### config.mk
export PLATFORM = sky130hd
export DESIGN_NAME = mcr3_rom_loader
export DESIGN_NICKNAME = d
export VERILOG_FILES = /design/src/rtl/mcr3_rom_loader.sv
export SDC_FILE = /design/constraint.sdc
export NUM_CORES = 1
export LEC_CHECK = 0
export ABC_AREA = 0
export CAP_MARGIN = 10
export CORE_MARGIN = 2
export CORE_UTILIZATION = 55
export CTS_CLUSTER_DIAMETER = 120
export DETAILED_ROUTE_END_ITERATION = 10
export HOLD_SLACK_MARGIN = 0.08
export PLACE_DENSITY = 0.79
export SLEW_MARGIN = 40
export SYNTH_ARGS = -nofsm -noshare
export SYNTH_HDL_FRONTEND = slang
export SYNTH_SLANG_ARGS = --single-unit
### constraint.sdc
create_clock -name clk_sys -period 4.4 [get_ports clk_sys]
set_input_delay 0.66 -clock clk_sys [delete_from_list [all_inputs] [get_ports clk_sys]]
set_output_delay 0.66 -clock clk_sys [all_outputs]
set_load 0.03 [all_outputs]
### src/rtl/mcr3_rom_loader.sv
// MCR3 mono ROM download sequencer: routes ioctl bytes to SDRAM ports 1/2 and the tile BRAM.
// Optional checksum/overflow outputs are built when MCR3_ROM_LOADER_CHECKSUM_EN is defined.
module mcr3_rom_loader #(
  parameter int          FIFO_DEPTH = 4,
  parameter logic [15:0] RST_HOLD   = 16'hFFFF
) (
  input  logic        clk_sys,
  input  logic        reset,
  input  logic        sg,
  input  logic        ioctl_download,
  input  logic        ioctl_wr,
  input  logic [24:0] ioctl_addr,
  input  logic [7:0]  ioctl_dout,
  output logic        ioctl_wait,
  output logic        port1_req,
  input  logic        port1_ack,
  output logic [23:0] port1_a,
  output logic [7:0]  port1_d,
  output logic        port2_req,
  input  logic        port2_ack,
  output logic [23:0] port2_a,
  output logic [7:0]  port2_d,
  output logic        dl_wr,
  output logic [15:0] dl_addr,
  output logic [7:0]  dl_data,
  output logic        rom_loaded,
  output logic        core_reset
`ifdef MCR3_ROM_LOADER_CHECKSUM_EN
  ,
  output logic [15:0] dl_checksum,
  output logic [0:0]  dl_overflow
`endif
);

  localparam int AW = (FIFO_DEPTH > 2) ? $clog2(FIFO_DEPTH) : 1;
  localparam logic [AW:0] DEPTH_C = (AW+1)'(FIFO_DEPTH);
  localparam logic [AW:0] HIWAT   = (AW+1)'(FIFO_DEPTH - 1);

  localparam logic [1:0] R_MAIN = 2'd0;
  localparam logic [1:0] R_SPR  = 2'd1;
  localparam logic [1:0] R_GFX  = 2'd2;
  localparam logic [1:0] R_SND  = 2'd3;

  localparam logic [1:0] S_IDLE  = 2'd0;
  localparam logic [1:0] S_ISSUE = 2'd1;
  localparam logic [1:0] S_WAIT  = 2'd2;

  // ---------------- intake: classify and swizzle ----------------
  logic        wr_d = 1'b0;
  logic        dl_d = 1'b0;
  logic        wr_rise, dl_rise, dl_fall;
  logic [23:0] gfx1_off, snd_off;
  logic [23:0] s;
  logic [17:0] t;
  logic [15:0] g;
  logic [1:0]  in_rgn;
  logic [23:0] in_addr;

  assign wr_rise = ioctl_wr & ~wr_d;
  assign dl_rise = ioctl_download & ~dl_d;
  assign dl_fall = ~ioctl_download & dl_d;

  always_ff @(posedge clk_sys) begin
    wr_d <= ioctl_wr;
    dl_d <= ioctl_download;
  end

  always_comb begin
    gfx1_off = sg ? 24'h050000 : 24'h030000;
    snd_off  = sg ? 24'h058000 : 24'h038000;
    s        = 24'(ioctl_addr - 25'h0010000);
    t        = 18'(ioctl_addr - {1'b0, snd_off});
    g        = 16'(ioctl_addr - {1'b0, gfx1_off});
    in_rgn   = R_MAIN;
    in_addr  = ioctl_addr[23:0];
    if (ioctl_addr < 25'h0010000) begin
      in_rgn  = R_MAIN;
      in_addr = ioctl_addr[23:0];
    end else if (ioctl_addr < {1'b0, gfx1_off}) begin
      in_rgn  = R_SPR;
      in_addr = sg ? {s[23:18], s[15:0], s[17:16]} : {s[23:17], s[14:0], s[16:15]};
    end else if (ioctl_addr < {1'b0, snd_off}) begin
      in_rgn  = R_GFX;
      in_addr = {8'h00, g};
    end else begin
      in_rgn  = R_SND;
      in_addr = sg ? (snd_off + {6'h00, t[17], t[15:0], t[16]}) : ioctl_addr[23:0];
    end
  end

  // ---------------- byte FIFO ----------------
  logic [33:0]   mem [FIFO_DEPTH];
  logic [AW-1:0] wptr, rptr;
  logic [AW:0]   count;
  logic          push, accept, pop;
  logic [33:0]   head;
  logic [1:0]    head_rgn;
  logic [23:0]   head_addr;
  logic [7:0]    head_data;

  assign push      = wr_rise & ioctl_download & ~reset;
  assign accept    = push & (count != DEPTH_C);
  assign head      = mem[rptr];
  assign head_rgn  = head[33:32];
  assign head_addr = head[31:8];
  assign head_data = head[7:0];

  always_ff @(posedge clk_sys) begin
    if (accept) mem[wptr] <= {in_rgn, in_addr, ioctl_dout};
  end

  always_ff @(posedge clk_sys) begin
    if (reset) begin
      wptr  <= '0;
      rptr  <= '0;
      count <= '0;
    end else begin
      if (accept) wptr <= wptr + AW'(1);
      if (pop)    rptr <= rptr + AW'(1);
      case ({accept, pop})
        2'b10:   count <= count + (AW+1)'(1);
        2'b01:   count <= count - (AW+1)'(1);
        default: count <= count;
      endcase
    end
  end

  // ---------------- drain FSM ----------------
  logic [1:0] state;
  logic       cur_p2;
  logic       p1_req_q = 1'b0;
  logic       p2_req_q = 1'b0;
  logic       ack_ok;

  assign port1_req = p1_req_q;
  assign port2_req = p2_req_q;
  assign ack_ok    = cur_p2 ? (port2_ack == p2_req_q) : (port1_ack == p1_req_q);
  assign pop       = ~reset & (((state == S_ISSUE) & (head_rgn == R_GFX)) |
                               ((state == S_WAIT) & ack_ok));

  // req levels survive reset so the toggle handshake stays in step with the ack side;
  // ISSUE also waits for a stale ack left behind by a reset before toggling again.
  always_ff @(posedge clk_sys) begin
    if (reset) begin
      state   <= S_IDLE;
      cur_p2  <= 1'b0;
      dl_wr   <= 1'b0;
      dl_addr <= '0;
      dl_data <= '0;
      port1_a <= '0;
      port1_d <= '0;
      port2_a <= '0;
      port2_d <= '0;
    end else begin
      dl_wr <= 1'b0;
      case (state)
        S_IDLE: if (count != '0) state <= S_ISSUE;
        S_ISSUE: begin
          if (head_rgn == R_GFX) begin
            dl_wr   <= 1'b1;
            dl_addr <= head_addr[15:0];
            dl_data <= head_data;
            state   <= S_IDLE;
          end else if (head_rgn == R_SPR) begin
            if (port2_ack == p2_req_q) begin
              port2_a  <= head_addr;
              port2_d  <= head_data;
              p2_req_q <= ~p2_req_q;
              cur_p2   <= 1'b1;
              state    <= S_WAIT;
            end
          end else begin
            if (port1_ack == p1_req_q) begin
              port1_a  <= head_addr;
              port1_d  <= head_data;
              p1_req_q <= ~p1_req_q;
              cur_p2   <= 1'b0;
              state    <= S_WAIT;
            end
          end
        end
        S_WAIT:  if (ack_ok) state <= S_IDLE;
        default: state <= S_IDLE;
      endcase
    end
  end

  always_ff @(posedge clk_sys) begin
    if (reset) ioctl_wait <= 1'b0;
    else       ioctl_wait <= (count >= HIWAT) | (~ioctl_download & (state != S_IDLE));
  end

  // ---------------- load completion and core reset ----------------
  logic        loaded_q = 1'b0;
  logic        dl_pend  = 1'b0;
  logic [15:0] rst_cnt;

  assign rom_loaded = loaded_q;

  always_ff @(posedge clk_sys) begin
    if (dl_rise) begin
      loaded_q <= 1'b0;
      dl_pend  <= 1'b0;
    end else if (dl_fall) begin
      dl_pend <= 1'b1;
    end else if (dl_pend && !ioctl_download && count == '0 && state == S_IDLE) begin
      loaded_q <= 1'b1;
      dl_pend  <= 1'b0;
    end
  end

  always_ff @(posedge clk_sys) begin
    if (reset | ~loaded_q)  rst_cnt <= RST_HOLD;
    else if (rst_cnt != '0) rst_cnt <= rst_cnt - 16'd1;
    core_reset <= reset | ioctl_download | ~loaded_q | (rst_cnt == 16'd1);
  end

`ifdef MCR3_ROM_LOADER_CHECKSUM_EN
  always_ff @(posedge clk_sys) begin
    if (reset | dl_rise) begin
      dl_checksum <= '0;
      dl_overflow <= '0;
    end else begin
      if (accept)          dl_checksum <= dl_checksum + {8'h00, ioctl_dout};
      if (push & ~accept)  dl_overflow <= 1'b1;
    end
  end
`endif

endmodule

**After elaboration in Yosys (flattened, before gate mapping)**

Memories as Yosys holds them, arrays and structs flattened. A register that Yosys moved wholly into a read port is not among the register bits.
Index checks and enable logic that the tools add are counted.
W data, S select, Z words.

- Bits in read-only memories: 0
- Register bits after elaboration: 123
- Logic and storage cells: 127
- Memory bits (writable): 136
- Memories: 1
- Bits of input ports: 40
- Latch bits: 0

Memory list:

| name | depth | width | read ports | clocked after memory_dff | wr ports | RTL line | RTL |
|---|---|---|---|---|---|---|---|
| mem | 4 | 34 | 1 | 1 | 1 | 92 | `logic [33:0] mem [FIFO_DEPTH];` |

- Muxes and demuxes: 29
- Equal/unequal tests: 15
- Reduce and logical (&&, ||, !) cells: 21
- Multiply operators: 0
- Bitwise logic cells: 27
- $lt $le $gt $ge: 4
- Divide/modulo/power cells: 0
- Add/sub/neg operators: 9
- Shifts and indexed selects: 0

Operator list:

| cell | number |
|---|---|
| $mux W24 | 4 |
| $lt A25 B19 Y1 | 2 |
| $mux W19 | 2 |
| $lt A25 B17 Y1 const B | 1 |
| $sub A24 B17 Y24 const B | 1 |
| $add A19 B18 Y20 | 1 |
| $mux W2 | 10 |
| $mux W18 | 1 |
| $sub A18 B18 Y18 | 1 |
| $eq A16 B1 Y1 const B | 1 |
| $reduce_and A4 Y1 | 4 |
| $reduce_bool A16 Y1 | 1 |
| $sub A16 B1 Y16 const B | 1 |
| $sub A16 B16 Y16 | 1 |
| $not A1 Y1 | 11 |
| $and A1 B1 Y1 | 10 |
| $mux W1 | 10 |
| $reduce_and A5 Y1 | 2 |
| $reduce_bool A2 Y1 | 4 |
| $eq A2 B1 Y1 const B | 3 |
| $eq A2 B2 Y1 const B | 3 |
| $ne A2 B2 Y1 const B | 3 |
| $or A1 B1 Y1 | 6 |
| $pmux W2 S3 | 1 |
| other kinds (16) | 21 |

**Depth between registers and ports, before layout**

Gate-level depths: netlist of run 1.

- Depth after elaboration: 7
- Mapped depth: 16
- Gate-level depth less buffers: 12

**Least setup slack after synthesis of run 1**

Ideal clock, no wire load.

- Path type: reg2reg
- Start: register with a tool-made name
- End: register count[2]
- Period minus slack after synthesis: 3.692 ns
- Required time: 4.330 ns
- Path slack: 0.708 ns
- Cell stages (with the launch flop): 17
- Data arrival time: 3.622 ns
- Path buffers: 4
- Cells stage by stage: dfxtp_1 buf_2 buf_2 mux4_2 inv_1 ha_1 and3b_1 clkbuf_1 clkbuf_1 a21oi_1 nor2_1 ha_1 inv_1 fa_1 xor2_1 or3_1 a21oi_1

RTL lines:

| element | RTL line | RTL |
|---|---|---|
| end signal, assigned | 121 | `2'b10: count <= count + (AW+1)'(1);` |
| end signal, assigned | 122 | `2'b01: count <= count - (AW+1)'(1);` |
| end signal, assigned | 123 | `default: count <= count;` |
| end, declared | 94 | `logic [AW:0] count;` |

==> results.txt, run 1 <==
----------------------------------------------------
[Clock tree]
  Hold buffers post-CTS ... 0
  Total number of clock tree sinks ... between 200 and 300
  Deepest level of the CTS H-tree ... 1
  Post-CTS Setup Bufs ... 0
  Cells resized by post-CTS repair ... 0
  Maximum buffer depth of the clock tree ... 3
  Cts bufs inserted ... 27
  Clock input transition at the sequential cells of the worst setup and hold paths ... approximately 60 ps
  Root buffer cell ... clkbuf_16
  Clock latency reported for the late side of the worst-skew pair ... 530 ps
  TritonCTS clock tree ... done

[Logic synthesis]
  Most frequent cells after synthesis ... nand2_1, edfxtp_1, dfxtp_1
  Synthesized netlist net count ... between 900 and 1000
  Sequential share of the synthesized area ... 0.622
  Async set-reset flop share out of synthesis ... 0
  Synth warn ... 0
  Total standard cell area after synthesis ... 10600 um2
  Mean instance size in the synthesized netlist ... approximately 12 um2
  Distinct cell type count of the synthesized netlist ... 72
  Area share of the largest cell type after synthesis ... 0.390
  Syn Inst Count ... 887
  Dominant cell type by area after synthesis ... edfxtp_1
  Top cells by area in the synthesized netlist ... edfxtp_1, dfxtp_1, mux4_2, nand2_1, a21oi_1
  Most frequently used cell type in the post-synthesis netlist ... nand2_1
  Flip-flop cell with the highest count after synthesis ... edfxtp_1
  Number of flops mapped to enable cells by yosys ... 138
  Flip-flop and latch count after synthesis ... between 200 and 300

[GRT]
  Met2 track demand over resource in global routing ... 0.383
  Vias in the first global route ... 7106
  First-pass GRT wire length ... 38000 um
  Maximum number of pins on one net before global-route repair ... 105
  Antenna violations before repair ... 1
  GR Util met3 ... 0.0315
  Remaining Overflow, GRT ... 0
  GR met1 Demand/Resource ... 0.352
  Total routing resource utilization after global routing ... 0.240
  Highest-utilization routing layer at the global route stage ... met2

[Pwr]
  Max IR drop VDD ... 0.429 mV
  Cell area power density ... 396 nW/um2
  Leakage power figure ... 0.00439 uW
  Total power after layout ... roughly 5200 uW

[Critical path]
  Worst Setup Path Type ... reg -> reg
  CP bufs+invs ... 3
  Slowest library cell on the worst path ... mux4_2
  R2r setup slk ... 1140 ps
  Critical path endpoint category ... register
  Longest individual stage delay on the worst path ... between 500 and 600 ps
  CP Max Fanout ... 16
  Endpoint arrival time on the critical path ... 3710 ps
  Crit-path leading delay family ... adder cells
  Crit path required time ... 4850 ps
  Cell Chain, Critical Path ... buf_4 > mux4_2 > inv_1 > ha_1 > and3b_1 > a21oi_1 > nor2_1 > ha_1 > inv_1 > fa_1 > xor2_1 > or3_1 > a21oi_1
  Startpoint type of the worst setup path ... register

[Floorplanning]
  Chip Height ... 143 um
  Effective utilization at floorplan ... 0.564
  Top Ports ... 134
  Core box area ... 18800 um2
  Total die area ... 20400 um2
  Die X-Extent ... 143 um
  Num rows ... 50

[Placed design]
  DP Wirelength ... 16200 um
  Weighted congestion reported at the end of routability-driven placement ... 0.877
  Number of instances in the placed design ... 1248
  Port Buffer Count ... about 130

[Timing]
  Peak Freq ... 307 MHz
  Slew margin rel. ... 0.486
  Final setup fails ... 0
  Hold WS ... 453 ps
  Aggregate negative setup slack ... 0 ps
  Actual transition at the worst max-transition pin ... a little under 800 ps
  Final worst-path cycle share ... 0.740
  Max Transition Viols Final ... 0
  Unrepaired setup endpoints after global routing ... no
  Setup skew after layout ... 7.52 ps
  Final count of hold timing violations ... 0
  Shortest period the worst path allows ... 3260 ps

[Final layout]
  Nets ... about 1100
  Total area of sequential cells ... 6610 um2
  FILL cells ... 1341
  Relative area change from synthesis to final layout ... 24.1%
  Fraction of final layout cells sized beyond drive strength 1 ... 0.114
  Area occupied by multi-input gates ... 3750 um2
  Final Instance Count excl. Fillers ... 1299

[Route]
  Total number of vias ... ~7500
  Total wirelength of the detailed-routed design ... 24500 um
  Number of iterations in the first detailed-routing pass ... 5
  Violation count after the first detailed-routing iteration ... slightly below 600
  Post-route antenna net violation count ... 0
  Via-to-Cell Ratio ... 5.75
  Residual DRC count ... 0
  DR WL/cell ... 18.8 um

[Run status]
  Status ... finished, final reports clean

[Job]
  Max Cap Viol ... 0

[Min path]
  Class of the tightest hold or removal check ... reg -> reg

----------------------------------------------------
[registers in the layout, summed over array words and instances (netlist names), 2 cells and up, named ones only]
signal and cells:
wptr 2, rptr 2, port1_a 24, state 2
rst_cnt 16, dl_data 8, port1_d 8, port2_a 24
dl_addr 16, mem 136, port2_d 8, count 3
[metal layers]
| layer | routed length, um | up-vias | part of all wire |
|---|---|---|---|
| met1 | 10700 | 3622 | 0.44 |
| met5 | 0 | - | 0 |
| met3 | 1650 | 40 | 0.067 |
| met4 | 554 | 0 | 0.023 |
| li1 | - | 3498 | - |
| met2 | 11500 | 311 | 0.47 |
[cell usage in the layout, fill, tap and decap left out, types with 15 or more instances in the layout]
cell             synthesis  final
buf_4                    0     16
dfxtp_1                123    122
nand2_1                188    187
o21ai_0                 18     18
clkdlybuf4s50_1          0    132
nor3_1                  15     15
a21oi_1                108    108
edfxtp_1               138    138
ha_1                    17     17
mux4_2                  34     34
clkbuf_16                0     27
inv_1                   19     19
nor2_1                  28     28
[worst paths after layout]
kind / endpoint / from / depth (start not counted)
hold reg to reg: port1_a[13] / port1_a[13] / 2
setup reg to reg: count[2] / register / 13
hold / removal: port1_a[13] / port1_a[13] / 2
setup / recovery: count[2] / register / 13
[report_power, final]
part | switching (uW) | total (uW) | internal (uW)
logic | 175 | 294 | 119
clock network | 933 | 2310 | 1380
registers | 13.5 | 2610 | 2600
total | 1120 | 5220 | 4090
[worst register-to-register path, cell delays in order (launching register included)]
cell and delay [ps]:
dfxtp_2 310, buf_4 300, mux4_2 580, inv_1 70, ha_1 340, and3b_1 230
a21oi_1 50, nor2_1 100, ha_1 180, inv_1 60, fa_1 380, xor2_1 160
or3_1 300, a21oi_1 130
[area by class of cell]
| type | instances | area share |
|---|---|---|
| diodes | 1 | 0.000190 |
| clock buffers | 30 | 0.0529 |
| repair buffers | 151 | 0.113 |
| well taps | 260 | 0.0247 |
| flip-flops and latches | 261 | 0.502 |
| clock inverters | 20 | 0.0164 |
| inverters | 20 | 0.00570 |
| multi-input cells | 556 | 0.285 |
[kinds of logic (layout without fill, tap and decap cells)]
logic type | count (synthesis) | in the layout | synth area share
buffers and inverters | 70 | 221 | 0.0265
adders and majority gates | 18 | 18 | 0.0219
and+or+nand+nor | 304 | 304 | 0.135
muxes | 42 | 42 | 0.0797
other | 0 | 1 | 0
AOI/OAI and AO/OA | 183 | 183 | 0.107
xor gates and xnor gates | 9 | 9 | 0.00743
DFF | 261 | 261 | 0.622
[through the flow]
stage | area [um2] | utilization | setup slack, ps
5_1_grt | 13200 | 0.699 | 907
2_1_floorplan | 10600 | - | 708
3_3_place_gp | 12200 | 0.650 | 1090
6_report | 13200 | 0.699 | 1140
3_5_place_dp | 12200 | 0.650 | 1010
4_1_cts | 13200 | 0.699 | 1130
Note: power is estimated with default switching activity, not from simulation.
==> run 2, diff against run 1 <==
CORE_UTILIZATION = 50   (was 55)
PLACE_DENSITY = 0.76   (was 0.79)
clock period = 2.8 ns   (was 4.4 ns; I/O delays follow)
==> results.txt, run 2 (synthesized netlist as in run 1, its figures left out) <==
----------------------------------------------------
[Final layout]
  Most common library cell in the layout ignoring fill and taps ... nand2_1
  Final Instance Count excl. Fillers ... 1339
  Max FFs per register ... 136
  Commonest cells after routing, fill and taps aside ... nand2_1, edfxtp_1, clkdlybuf4s50_1, dfxtp_1, a21oi_1
  Reg with most FFs ... mem
  Relative area change from synthesis to final layout ... 25.5%
  Registers with the highest flip-flop counts ... mem: 136 flops, port1_a: 24 flops, port2_a: 24 flops
  Antenna fix cells ... 0
  Nets ... ~1100
  Fraction of final layout cells sized beyond drive strength 1 ... 0.133

[Critical path]
  Cell Chain, Critical Path ... mux4_2 > inv_2 > ha_4 > and3b_2 > a21oi_2 > nor2_1 > ha_2 > inv_2 > fa_2 > xor2_1 > or3_1 > a21oi_1
  Crit path required time ... around 3200 ps
  Longest individual stage delay on the worst path ... 500 ps
  CP bufs+invs ... 2
  Slowest library cell on the worst path ... mux4_2
  Critical path launch point ... mem[2][32]
  CP Max Fanout ... 2
  Cell type with the highest occurrence count on the critical path ... inv_2
  Worst Setup Path Type ... reg -> reg
  Crit-path leading delay family ... adder cells
  Startpoint type of the worst setup path ... register
  Critical R2R Launch ... mem[2][32]
  Critical path endpoint category ... register
  Endpoint arrival time on the critical path ... 3100 ps

[Route]
  Violation count after the first detailed-routing iteration ... 512
  Total wirelength of the detailed-routed design ... 24800 um
  Residual DRC count ... 0
  Total number of vias ... 7533
  Post-route antenna net violation count ... 0
  DR WL/cell ... roughly 19 um
  Via-to-Cell Ratio ... 5.63
  Number of iterations in the first detailed-routing pass ... 4

[Min path]
  Class of the tightest hold or removal check ... in -> reg
  Launch instance of the worst min-delay path ... ioctl_wr

[Placed design]
  Number of instances in the placed design ... around 1300
  Weighted congestion reported at the end of routability-driven placement ... 0.939
  Post-place setup slack ... -129 ps
  Port Buffer Count ... 133
  DP Wirelength ... roughly 17000 um

[Floorplanning]
  Top Ports ... 134
  Effective utilization at floorplan ... 0.506
  Die X-Extent ... about 150 um
  Total die area ... between 20000 and 25000 um2
  Chip Height ... 150 um
  Num rows ... 53
  Core box area ... 21000 um2

[Clock tree]
  Clock input transition at the sequential cells of the worst setup and hold paths ... 60 ps
  Clock latency reported for the late side of the worst-skew pair ... between 500 and 600 ps
  Hold buffers post-CTS ... 0
  Root buffer cell ... clkbuf_16
  Cts bufs inserted ... 27
  Maximum buffer depth of the clock tree ... 3
  TritonCTS clock tree ... done
  Total number of clock tree sinks ... 261
  Deepest level of the CTS H-tree ... 1

[GRT]
  First-pass GRT wire length ... 39100 um
  Antenna violations before repair ... 0
  Vias in the first global route ... 7340
  Total routing resource utilization after global routing ... 0.223
  Maximum number of pins on one net before global-route repair ... 69
  Remaining Overflow, GRT ... 0

[Pwr]
  Leakage power figure ... 0.00447 uW
  Switching component of the power ... 1690 uW
  Max IR drop VDD ... ~0.35 mV
  Part of the power in the clock network ... 0.419
  Switching part of the total power ... 0.215
  Combinational cell fraction of total power ... 0.062
  Design internal power ... 6200 uW
  Cell area power density ... 593 nW/um2
  Part of the total power dissipated in sequential elements ... 0.519

[Timing]
  Shortest period the worst path allows ... 2660 ps
  Final setup fails ... 0
  Max Transition Viols Final ... 0
  Slew margin rel. ... 0.527
  Setup skew after layout ... ~12 ps
  Unrepaired setup endpoints after global routing ... no
  Final worst-path cycle share ... 0.950
  Final count of hold timing violations ... 0
  Worst setup slack after layout ... 141 ps
  Peak Freq ... 376 MHz
  Actual transition at the worst max-transition pin ... 710 ps

[Run status]
  Status ... finished, final reports clean

[Job]
  Max Cap Viol ... 0

----------------------------------------------------
run 2: cell count changes in the layout (fill, tap and decap cells not counted), moves of 2 or more:
cell	previous run	this run
buf_4	16	41
clkbuf_1	2	10
bufinv_16	4	0
clkbuf_8	1	5
clkinv_2	6	3
clkinvlp_2	3	0
buf_12	2	4
ha_1	17	15
inv_1	19	17
inv_2	0	2
run 2: layout make-up:
class                           instances  area (um2)
Inverter                               20        75.1
Clock inverter                          8        42.5
Tap cell                              275         344
Fill cell                            1615        7640
Timing Repair Buffer                  177        1710
Sequential cell                       261        6610
Multi-Input combinational cell        556        3760
Clock buffer                           42         782
run 2: metrics by stage:
step | area (um2) | total power (uW) | hold WS (ps) | setup TNS, ps | utilization
after floorplan | 10700 | 4450 | 432 | -412 | -
after global placement | 12500 | 4660 | 442 | -6.36 | 0.595
after detailed placement | 12500 | 4670 | 447 | -4090 | 0.595
after CTS | 13300 | 7950 | 361 | 0 | 0.635
after global routing | 13300 | 8160 | 368 | 0 | 0.636
final | 13300 | 7900 | 374 | 0 | 0.636
run 2: power groups by stage:
stage | Sequential [uW] | Combinational [uW] | Clock, uW
5_1_grt | 4100 | 533 | 3530
2_1_floorplan | 4210 | 246 | 0
4_1_cts | 4100 | 488 | 3360
6_report | 4100 | 489 | 3310
3_5_place_dp | 4180 | 486 | 0
3_3_place_gp | 4180 | 473 | 0
run 2: metal layers:
metal	up-vias	global-route usage	wire [um]
met3	35	0.0424	1690
met1	3670	0.305	10300
li1	3559	-	-
met2	269	0.368	12200
met4	0	0.0613	552
met5	-	0	0
run 2: worst paths after layout:
kind                      end  slack (ps)  depth (start not counted)
setup reg to reg     count[2]         140                         12
hold reg to reg   port2_a[20]         450                          2
hold / removal           wr_d         370                          1
setup / recovery     count[2]         140                         12
run 2: timing repair:
action,CTS,global route
buffers inserted,0,2
endpoints found under the setup margin,0,1
gates resized for setup,0,2
